<file path="src/rtl/div_ctrl.sv">
// rtl/div_ctrl.sv - EX-stage DIV/DIVU controller: divider handshake, pipeline stall, HI/LO registers
module div_ctrl #(
    parameter int DRAIN_CYCLES = 2
) (
    input  logic        clk,
    input  logic        rst,
    input  logic        op_valid_i,
    input  logic        op_div_i,
    input  logic        op_divu_i,
    input  logic [31:0] opdata1_i,
    input  logic [31:0] opdata2_i,
    input  logic        flush_i,
    input  logic        hi_we_i,
    input  logic [31:0] hi_i,
    input  logic        lo_we_i,
    input  logic [31:0] lo_i,
    input  logic [63:0] div_result_i,
    input  logic        div_ready_i,
    output logic        div_start_o,
    output logic        div_annul_o,
    output logic        div_signed_o,
    output logic [31:0] div_op1_o,
    output logic [31:0] div_op2_o,
    output logic        stall_o,
    output logic [31:0] hi_o,
    output logic [31:0] lo_o
);

    localparam int CW = $clog2(DRAIN_CYCLES + 1);

    typedef enum logic [1:0] {
        S_IDLE,
        S_BUSY,
        S_DRAIN
    } state_t;

    state_t        r_state;
    logic [CW-1:0] r_drain;
    logic          r_signed;
    logic [31:0]   r_op1;
    logic [31:0]   r_op2;
    logic [31:0]   r_hi;
    logic [31:0]   r_lo;
    logic          w_go;
    logic          w_capture;
    logic          w_stall;

    assign w_go      = op_valid_i & (op_div_i | op_divu_i) & ~flush_i;
    // A flush in the ready cycle wins: the result is dropped.
    assign w_capture = (r_state == S_BUSY) & ~flush_i & div_ready_i;

    // Start is held for the whole BUSY phase; a flush turns it into a one-cycle annul.
    assign div_start_o  = (r_state == S_BUSY) & ~flush_i;
    assign div_annul_o  = (r_state == S_BUSY) & flush_i;
    assign div_signed_o = r_signed;
    assign div_op1_o    = r_op1;
    assign div_op2_o    = r_op2;
    assign hi_o         = r_hi;
    assign lo_o         = r_lo;
    assign stall_o      = w_stall;

    // Stall: hold a pending divide in IDLE/DRAIN, hold the pipe in BUSY until ready.
    always_comb begin
        w_stall = 1'b0;
        case (r_state)
            S_IDLE:  w_stall = w_go;
            S_BUSY:  w_stall = ~flush_i & ~div_ready_i;
            S_DRAIN: w_stall = w_go;
            default: w_stall = 1'b0;
        endcase
        if (rst) begin
            w_stall = 1'b0;
        end
    end

    // Control FSM: accept and latch operands, wait for ready or flush, then drain so the
    // divider drops its ready before the next start.
    always_ff @(posedge clk or posedge rst) begin
        if (rst) begin
            r_state  <= S_IDLE;
            r_drain  <= '0;
            r_signed <= 1'b0;
            r_op1    <= '0;
            r_op2    <= '0;
        end else begin
            case (r_state)
                S_IDLE: begin
                    if (w_go) begin
                        r_op1    <= opdata1_i;
                        r_op2    <= opdata2_i;
                        r_signed <= op_div_i;
                        r_state  <= S_BUSY;
                    end
                end
                S_BUSY: begin
                    if (flush_i || div_ready_i) begin
                        r_drain <= '0;
                        r_state <= S_DRAIN;
                    end
                end
                S_DRAIN: begin
                    if (r_drain == CW'(DRAIN_CYCLES - 1)) begin
                        r_drain <= '0;
                        r_state <= S_IDLE;
                    end else begin
                        r_drain <= r_drain + 1'b1;
                    end
                end
                default: begin
                    r_state <= S_IDLE;
                end
            endcase
        end
    end

    // HI/LO: divide capture overrides MTHI/MTLO on the same edge; otherwise each is independent.
    always_ff @(posedge clk or posedge rst) begin
        if (rst) begin
            r_hi <= '0;
            r_lo <= '0;
        end else if (w_capture) begin
            r_hi <= div_result_i[63:32];
            r_lo <= div_result_i[31:0];
        end else begin
            if (hi_we_i) begin
                r_hi <= hi_i;
            end
            if (lo_we_i) begin
                r_lo <= lo_i;
            end
        end
    end

endmodule
</file>
<file path="config.mk">
export PLATFORM = sky130hd
export DESIGN_NAME = div_ctrl
export DESIGN_NICKNAME = d
export VERILOG_FILES = /design/src/rtl/div_ctrl.sv
export SDC_FILE = /design/constraint.sdc
export NUM_CORES = 1
export LEC_CHECK = 0
export BUFFER_PORTS_ARGS = -buffer_cell sky130_fd_sc_hd__clkbuf_2
export CAP_MARGIN = 20
export CORE_UTILIZATION = 23
export DETAILED_ROUTE_END_ITERATION = 12
export SLEW_MARGIN = 20
export SYNTH_ARGS = -nofsm -noshare
export SYNTH_HDL_FRONTEND = slang
export SYNTH_SLANG_ARGS = --single-unit
</file>
<file path="constraint.sdc">
create_clock -name clk -period 5.1 [get_ports clk]
set_clock_uncertainty 0.05 [all_clocks]
set_input_delay 0.255 -clock clk [delete_from_list [all_inputs] [get_ports clk]]
set_output_delay 0.255 -clock clk [all_outputs]
set_load 0.005 [all_outputs]
</file>
[Word level (Yosys, flattened, before mapping)]
Cells that the tools add are included.
Operators by class
  add/subtract/negate cells: 1
  equality and inequality tests: 6
  multiplexer cells: 13
  bitwise logic cells: 9
  reductions and logical operators: 9
Operator list (number)
  $mux W32: 4
  $mux W2: 5
  $and A1 B1 Y1: 6
  $pmux W2 S3: 1
  $reduce_bool A2 Y1: 3
  $eq A2 B1 Y1 const B: 2
  $ne A2 B2 Y1 const B: 2
  $pmux W2 S2: 1
  $reduce_and A2 Y1: 2
  $reduce_and A3 Y1: 1
  $add A2 B1 Y2 const B: 1
  $eq A2 B2 Y1 const B: 1
  $logic_not A2 Y1: 1
  $ne A2 B1 Y1 const B: 1
  $not A1 Y1: 2
  $pmux W1 S2: 1
  $reduce_or A2 Y1: 1
  $logic_or A1 B1 Y1: 1
  $mux W1: 1
  $or A1 B1 Y1: 1
Word-level totals
  register bits: 133
  logic and storage cells: 45

[Longest topological paths before layout]
Gate-level depths: netlist of the first run.
  word-level depth: 5
  mapped depth: 6

[Worst setup path after synthesis of the first run]
OpenSTA, ideal clock, no wires.
  kind: reg2reg
  start point: reg r_state[1]
  end point: reg r_op1[0] (netlist: div_op1_o[0])
  setup time: 125 ps
  data arrival time: 1391 ps
  required time: 4925 ps
  slack: 3534 ps
  cell stages (with the launch flop): 6
  path buffers: 2
  period minus slack after synthesis: 1566 ps
  cells stage by stage: dfrtp_1 nand2b_1 nor4_4 buf_6 buf_12 mux2_4
Between the ends
  cells in the longest elaborated chain, start to end: 2
RTL lines
  from (decl): line 37  | state_t r_state;
  from (signal assigned): line 80  | r_state <= S_IDLE;
  from (signal assigned): line 92  | r_state <= S_BUSY;
  from (signal assigned): line 98  | r_state <= S_DRAIN;
  $logic_not A2 Y1: line 86  | case (r_state)
  $reduce_and A2 Y1 (no line)
  to (signal assigned): line 89  | r_op1 <= opdata1_i;
  to (decl): line 40  | logic [31:0] r_op1;
No other way between the ends.
A chain may end at the register's enable or synchronous reset.

[Worst setup path after layout of the first run]
  start point: reg r_state[1]
  end point: reg r_hi[13] (netlist: hi_o[13])
Between the ends
  cells in the longest elaborated chain, start to end: 4
RTL lines
  $eq A2 B1 Y1 (*): line 50  | assign w_capture = (r_state == S_BUSY) & ~flush_i & div_ready_i;
  $and A1 B1 Y1 (*) (2 in series): line 50
  $mux W32 or $reduce_bool A2 Y1 (tied branches)
  to (signal assigned): line 122  | r_hi <= div_result_i[63:32];
  to (signal assigned): line 126  | r_hi <= hi_i;
  to (decl): line 42  | logic [31:0] r_hi;
Every way passes the cells marked *; elsewhere a longest branch is shown, timed or not.

==> impl_metrics.yaml, run 1 <==
setup_path:
  critPathRequiredTime_ns: 5.31
  path_max_fanout: 70
  r2r-start: "r_state[1]$_DFFE_PP0P_"
  crit_path_start_kind: "register"
  path_class: "reg2reg"
  crit_start: "r_state[1]$_DFFE_PP0P_"
  arrival_ns: 2.50
  cp-end-kind: "register"
min_path:
  hold_path.class: "in2reg"
  timing.hold.worst.start: "opdata1_i[5]"
layout:
  final_layout_size_suffix_gt1_share_pct: 50.2
  postLayoutCellArea_mm2: 0.00918
  antenna_cells: 0
  final_util_pct: 37.3
  area_growth_pct: 57.3
  fin_nets: 1058
sta:
  period_share_pct: 45.1
  worstMarginPinSlew_ns: 1.05
  slew_headroom_pct: 30.1
  hold_viol_final: 0
  post-route-min-period_ns: 2.30
  timing.fmax_mhz: 435
  slew_violations: 0
  fin_tns_setup_ns: 0
  grt_setup_unrepaired: "no"
  setup_violations: 0
global_route:
  grt_usage_pct: 13.0
  grt_max_degree: 92
  grt_pass1_vias: 5122
  gr-total-overflow: 0
  grt_pass1_wl_mm: 26.2
  antenna_found_initial: 0
clock_network:
  cts_inserted_buffers: 17
  htreeDepth: 4
  cts_setup_buffers: 0
  clkTransAtPathRegs_ns: 0.07
  ctsRootBufferMaster: "clkbuf_16"
  cts.sinks: 133
  insertion_delay_ns: 0.41
  ctsResizeCount: 0
  clk_path_buf_depth: 2
  hold_buffers: 88
  cts_tree: "yes"
routing:
  ant_nets: 0
  met3_length_mm: 1.24
  routedWlPerCell_um: 14.0
  wl_met1_mm: 6.83
  drt_pass1_iterations: 5
  via_per_inst: 4.07
  drt-total-wl_mm: 16.7
  topRoutingLayerUsed: "met4"
  wl_met2_mm: 8.51
  vias: 4863
  drt-initial-drc-count: 238
  drc: 0
yosys:
  synth.avg_cell_area_um2: 13.2
  synth_top_family_by_area: "multiplexers"
  yosys.area_share.simple_pct: 6.09
  syn_inst: 442
  syn-cell-area_mm2: 0.00584
  synth_top_cell_area_share_pct: 57.0
  ys_top_cells_by_area: "dfrtp_1 57%, mux2_4 13%, mux2i_1 11%, o21ai_0 5.6%, nand2_1 4.2%"
  synth-compound-area-share_pct: 5.92
  yosys_most_used_dff: "dfrtp_1"
  synth-xor-area-share_pct: 0
  synth_mux_area_share_pct: 26.7
  synth_nets: 643
  yosysMostFrequentCell: "dfrtp_1"
  netlist_top_cells_count: "133 x dfrtp_1, 65 x nand2_1, 65 x o21ai_0"
  synth_cell_types: 23
  ys_seq_area_share_pct: 57.0
  synthArstFlopShare_pct: 100
  synth-seq-cells: 133
  yosysTopAreaCell: "dfrtp_1"
  synthAdderAreaFrac_pct: 0
  synth_edf_count: 0
  yosys_warnings: 0
place:
  place.gp.congestion: 0.767
  hpwl_mm: 11.4
  placed_area_mm2: 0.00770
  io_buffers: 332
die:
  io_pins: 333
  start_util_pct: 23.7
  core-area_mm2: 0.0246
  die_y_um: 161
  rows: 57
  die_w_um: 161
  dieArea_mm2: 0.0260
pwr:
  finalPower_w: 0.00391
  power_density_mw_per_mm2: 426
  p_leak_nw: 4.57
  vdd_drop_max_v: 0.000247
run:
  max_cap_violations: 0
outcome:
  status: "finished, final reports clean"
[power by group]
group          switching (W)  internal [W]
sequential          0.000214       0.00140
combinational       0.000409      0.000687
clock               0.000519      0.000685
total                0.00114       0.00277
[final timing paths]
| kind | cells past startpoint | to | slack, ns |
|---|---|---|---|
| max reg2reg | 3 | hi_o[13]$_DFFE_PP0P_ | 2.80 |
| min | 2 | div_op1_o[5]$_DFFE_PP0P_ | 0.03 |
| max | 3 | hi_o[13]$_DFFE_PP0P_ | 2.80 |
| max in group asynchronous | 4 | lo_o[28]$_DFFE_PP0P_ | 3.38 |
| min in group asynchronous | 3 | div_op2_o[5]$_DFFE_PP0P_ | 0.53 |
| min reg2reg | 1 | div_op1_o[24]$_DFFE_PP0P_ | 0.46 |
[state kept, by name, summed over array words and instances, names as in the netlist]
signal,cells
div_op1_o,32
div_op2_o,32
hi_o,32
lo_o,32
r_drain,2
r_state,2
div_signed_o,1
[cell usage in the layout, fill, tap and decap left out, drive strengths merged]
| master | n |
|---|---|
| and3 | 1 |
| nor4 | 1 |
| bufinv | 1 |
| mux2i | 64 |
| mux2 | 65 |
| nand2b | 3 |
| or3 | 1 |
| nand3b | 2 |
| clkbuf | 349 |
| dfrtp | 133 |
| dlygate4sd3 | 88 |
| inv | 9 |
| and4bb | 1 |
| o21ai | 67 |
| or4b | 1 |
| buf | 6 |
| a21oi | 2 |
| nor2 | 4 |
| clkinv | 2 |
| or2 | 1 |
| nand2 | 65 |
| clkinvlp | 4 |
[through the flow]
step	cells	hold WS (ns)	setup WS, ns
floorplan	442	0.322	1.24
global route	1194	0.00220	2.59
global placement	1073	0.404	2.85
CTS	1193	0.000310	2.78
finish	1194	0.0251	2.80
detailed placement	1073	0.414	2.77
[per-layer routing]
layer	track usage, %	vias to the layer above
met2	23.3	223
met5	0	-
met1	14.7	2267
li1	-	2365
met3	3.60	8
met4	4.76	0
[worst max-delay path: stages (launching register included)]
cell and delay [ns]:
dfrtp_1 0.44, and4bb_4 0.88, buf_4 0.54, o21ai_0 0.18
[area by class of cell]
| type | instances | area, um^2 |
|---|---|---|
| tap | 324 | 405 |
| sequential | 133 | 3330 |
| inverter | 2 | 12.5 |
| timing repair buffer | 425 | 2600 |
| clock inverter | 14 | 140 |
| clock buffer | 18 | 429 |
| fill | 2423 | 15400 |
| multi-input combinational | 278 | 2260 |
[logic make-up after synthesis]
group	after synthesis
compound gates	69
buf+inv	31
flops	133
mux	129
simple gates	80
Note: power is estimated with default switching activity, not from simulation.
==> inputs of run 2 (changes only) <==
==> constraint.sdc (replaced) <==
create_clock -name clk -period 2.31 [get_ports clk]
set_clock_uncertainty 0.05 [all_clocks]
set_input_delay 0.1155 -clock clk [delete_from_list [all_inputs] [get_ports clk]]
set_output_delay 0.1155 -clock clk [all_outputs]
set_load 0.005 [all_outputs]
==> run 2 against run 1 <==
- first-iteration DRC count is 25% lower
- critical path depth is 1 higher
- routed wire length increased by 14%
- largest power group unchanged
- combinational power increased to 2.5 times the previous value
- worst setup slack lost 2.7 ns
- highest routed layer unchanged
- worst hold slack got worse by 0.00076 ns
==> impl_metrics.yaml, run 2 (synthesis results as in run 1) <==
global_route:
  grt_pass1_wl_mm: 29.1
  gr-total-overflow: 0
  grt_max_degree: 75
  grt_usage_pct: 14.4
  grt_pass1_vias: 5795
  antenna_found_initial: 2
setup_path:
  crit_chain: "and4bb_4 -> buf_12 -> o21ai_0 -> dlygate4sd3_1"
  critPathRequiredTime_ns: 2.55
  arrival_ns: 2.44
  crit_path_start_kind: "register"
  slowest_stage: "dlygate4sd3_1"
  path_class: "reg2reg"
  path_max_fanout: 51
  slowest_delay_ns: 0.58
  worst-path-buf-inv: 2
  cp-end-kind: "register"
  path_delay_family: "buffers and inverters"
routing:
  drt_pass1_iterations: 4
  drc: 0
  routedWlPerCell_um: 14.5
  drt-total-wl_mm: 19.0
  ant_nets: 0
  via_per_inst: 4.13
  drt-initial-drc-count: 179
  vias: 5398
layout:
  final_common_cell: "clkbuf_2"
  multiInputGateArea_mm2: 0.00228
  fillers: 2310
  final_util_pct: 42.0
  regArea_mm2: 0.00333
  layout_common_cells: "332 x clkbuf_2, 193 x dlygate4sd3_1, 132 x dfrtp_1"
  final_layout_size_suffix_gt1_share_pct: 45.4
  fin_nets: 1169
  area_growth_pct: 77.3
sta:
  setup_violations: 0
  timing.fmax_mhz: 456
  slew_headroom_pct: 61.4
  hold_viol_final: 0
  slew_violations: 0
  post-route-min-period_ns: 2.19
  fin_tns_setup_ns: 0
  worstMarginPinSlew_ns: 0.579
  grt_setup_unrepaired: "no"
  period_share_pct: 95.0
  fin_hold_ws_ns: 0.0243
outcome:
  status: "finished, final reports clean"
pwr:
  power_density_mw_per_mm2: 877
  vdd_drop_max_v: 0.000515
  p_leak_nw: 5.07
die:
  start_util_pct: 23.7
  dieArea_mm2: 0.0260
  rows: 57
  io_pins: 333
  core-area_mm2: 0.0246
  die_y_um: 161
  die_w_um: 161
clock_network:
  cts_tree: "yes"
  cts_inserted_buffers: 17
  insertion_delay_ns: 0.41
  cts.sinks: 133
  ctsRootBufferMaster: "clkbuf_16"
  htreeDepth: 4
  cts_setup_buffers: 0
  clk_path_buf_depth: 2
  clkTransAtPathRegs_ns: 0.06
place:
  place.gp.congestion: 0.759
  io_buffers: 332
  hpwl_mm: 12.0
min_path:
  hold_path.class: "in2reg"
run:
  max_cap_violations: 0
==> run 2: path summary, 6_finish.rpt <==
kind,from,to,slack [ns],cells past startpoint
setup / recovery,r_state[1]$_DFFE_PP0P_,hi_o[0]$_DFFE_PP0P_,0.12,4
hold reg to reg,div_op1_o[24]$_DFFE_PP0P_,div_op1_o[24]$_DFFE_PP0P_,0.46,1
min in group asynchronous,rst,div_op2_o[2]$_DFFE_PP0P_,0.14,3
max in group asynchronous,rst,lo_o[28]$_DFFE_PP0P_,1.41,4
setup reg to reg,r_state[1]$_DFFE_PP0P_,hi_o[0]$_DFFE_PP0P_,0.12,4
hold / removal,hi_i[3],hi_o[3]$_DFFE_PP0P_,0.02,3
==> run 2: tightest hold or removal path, stage by stage <==
cell and delay, ns:
clkbuf_2 0.10, mux2i_1 0.07, o21ai_0 0.16
==> run 2: area by class of cell <==
| cell class | count | share of cell area, % |
|---|---|---|
| sequential | 133 | 32.2 |
| antenna | 2 | 0.0484 |
| inverter | 2 | 0.109 |
| timing repair buffer | 535 | 36.2 |
| tap | 324 | 3.92 |
| clock buffer | 17 | 4.11 |
| clock inverter | 15 | 1.44 |
| multi-input combinational | 279 | 22.0 |
==> run 2: per-layer routing <==
metal | global-route usage, % | vias up | routed length [um]
met5 | 0 | - | 0
met4 | 5.27 | 0 | 278
met3 | 4.08 | 14 | 1390
met2 | 25.9 | 248 | 9380
met1 | 16.0 | 2545 | 7970
li1 | - | 2591 | -
==> run 2: power by group <==
group / internal, W / switching, W / leakage [nW] / total (W)
Combinational: 0.00180 / 0.000998 / 3.23 / 0.00280
Sequential: 0.00308 / 0.000513 / 1.56 / 0.00360
Clock: 0.00145 / 0.00123 / 0.284 / 0.00268
Total: 0.00633 / 0.00274 / 5.07 / 0.00908
==> run 2: what timing repair did <==
action                     CTS  global route
setup endpoints to repair    0             6
hold endpoints to repair   262             0
hold buffers               193             0
gates resized for setup      0             1
==> run 2: stage by stage <==
step / instances / area (um^2) / power [W] / worst slack (ns)
after floorplan: 442 / 5840 / 0.00475 / 0.493
after CTS: 1304 / 10300 / 0.00915 / 0.133
final: 1307 / 10300 / 0.00908 / 0.116
after detailed placement: 1079 / 7820 / 0.00593 / 0.460
after global routing: 1307 / 10300 / 0.00960 / 0.000719
after global placement: 1079 / 7820 / 0.00590 / 0.490
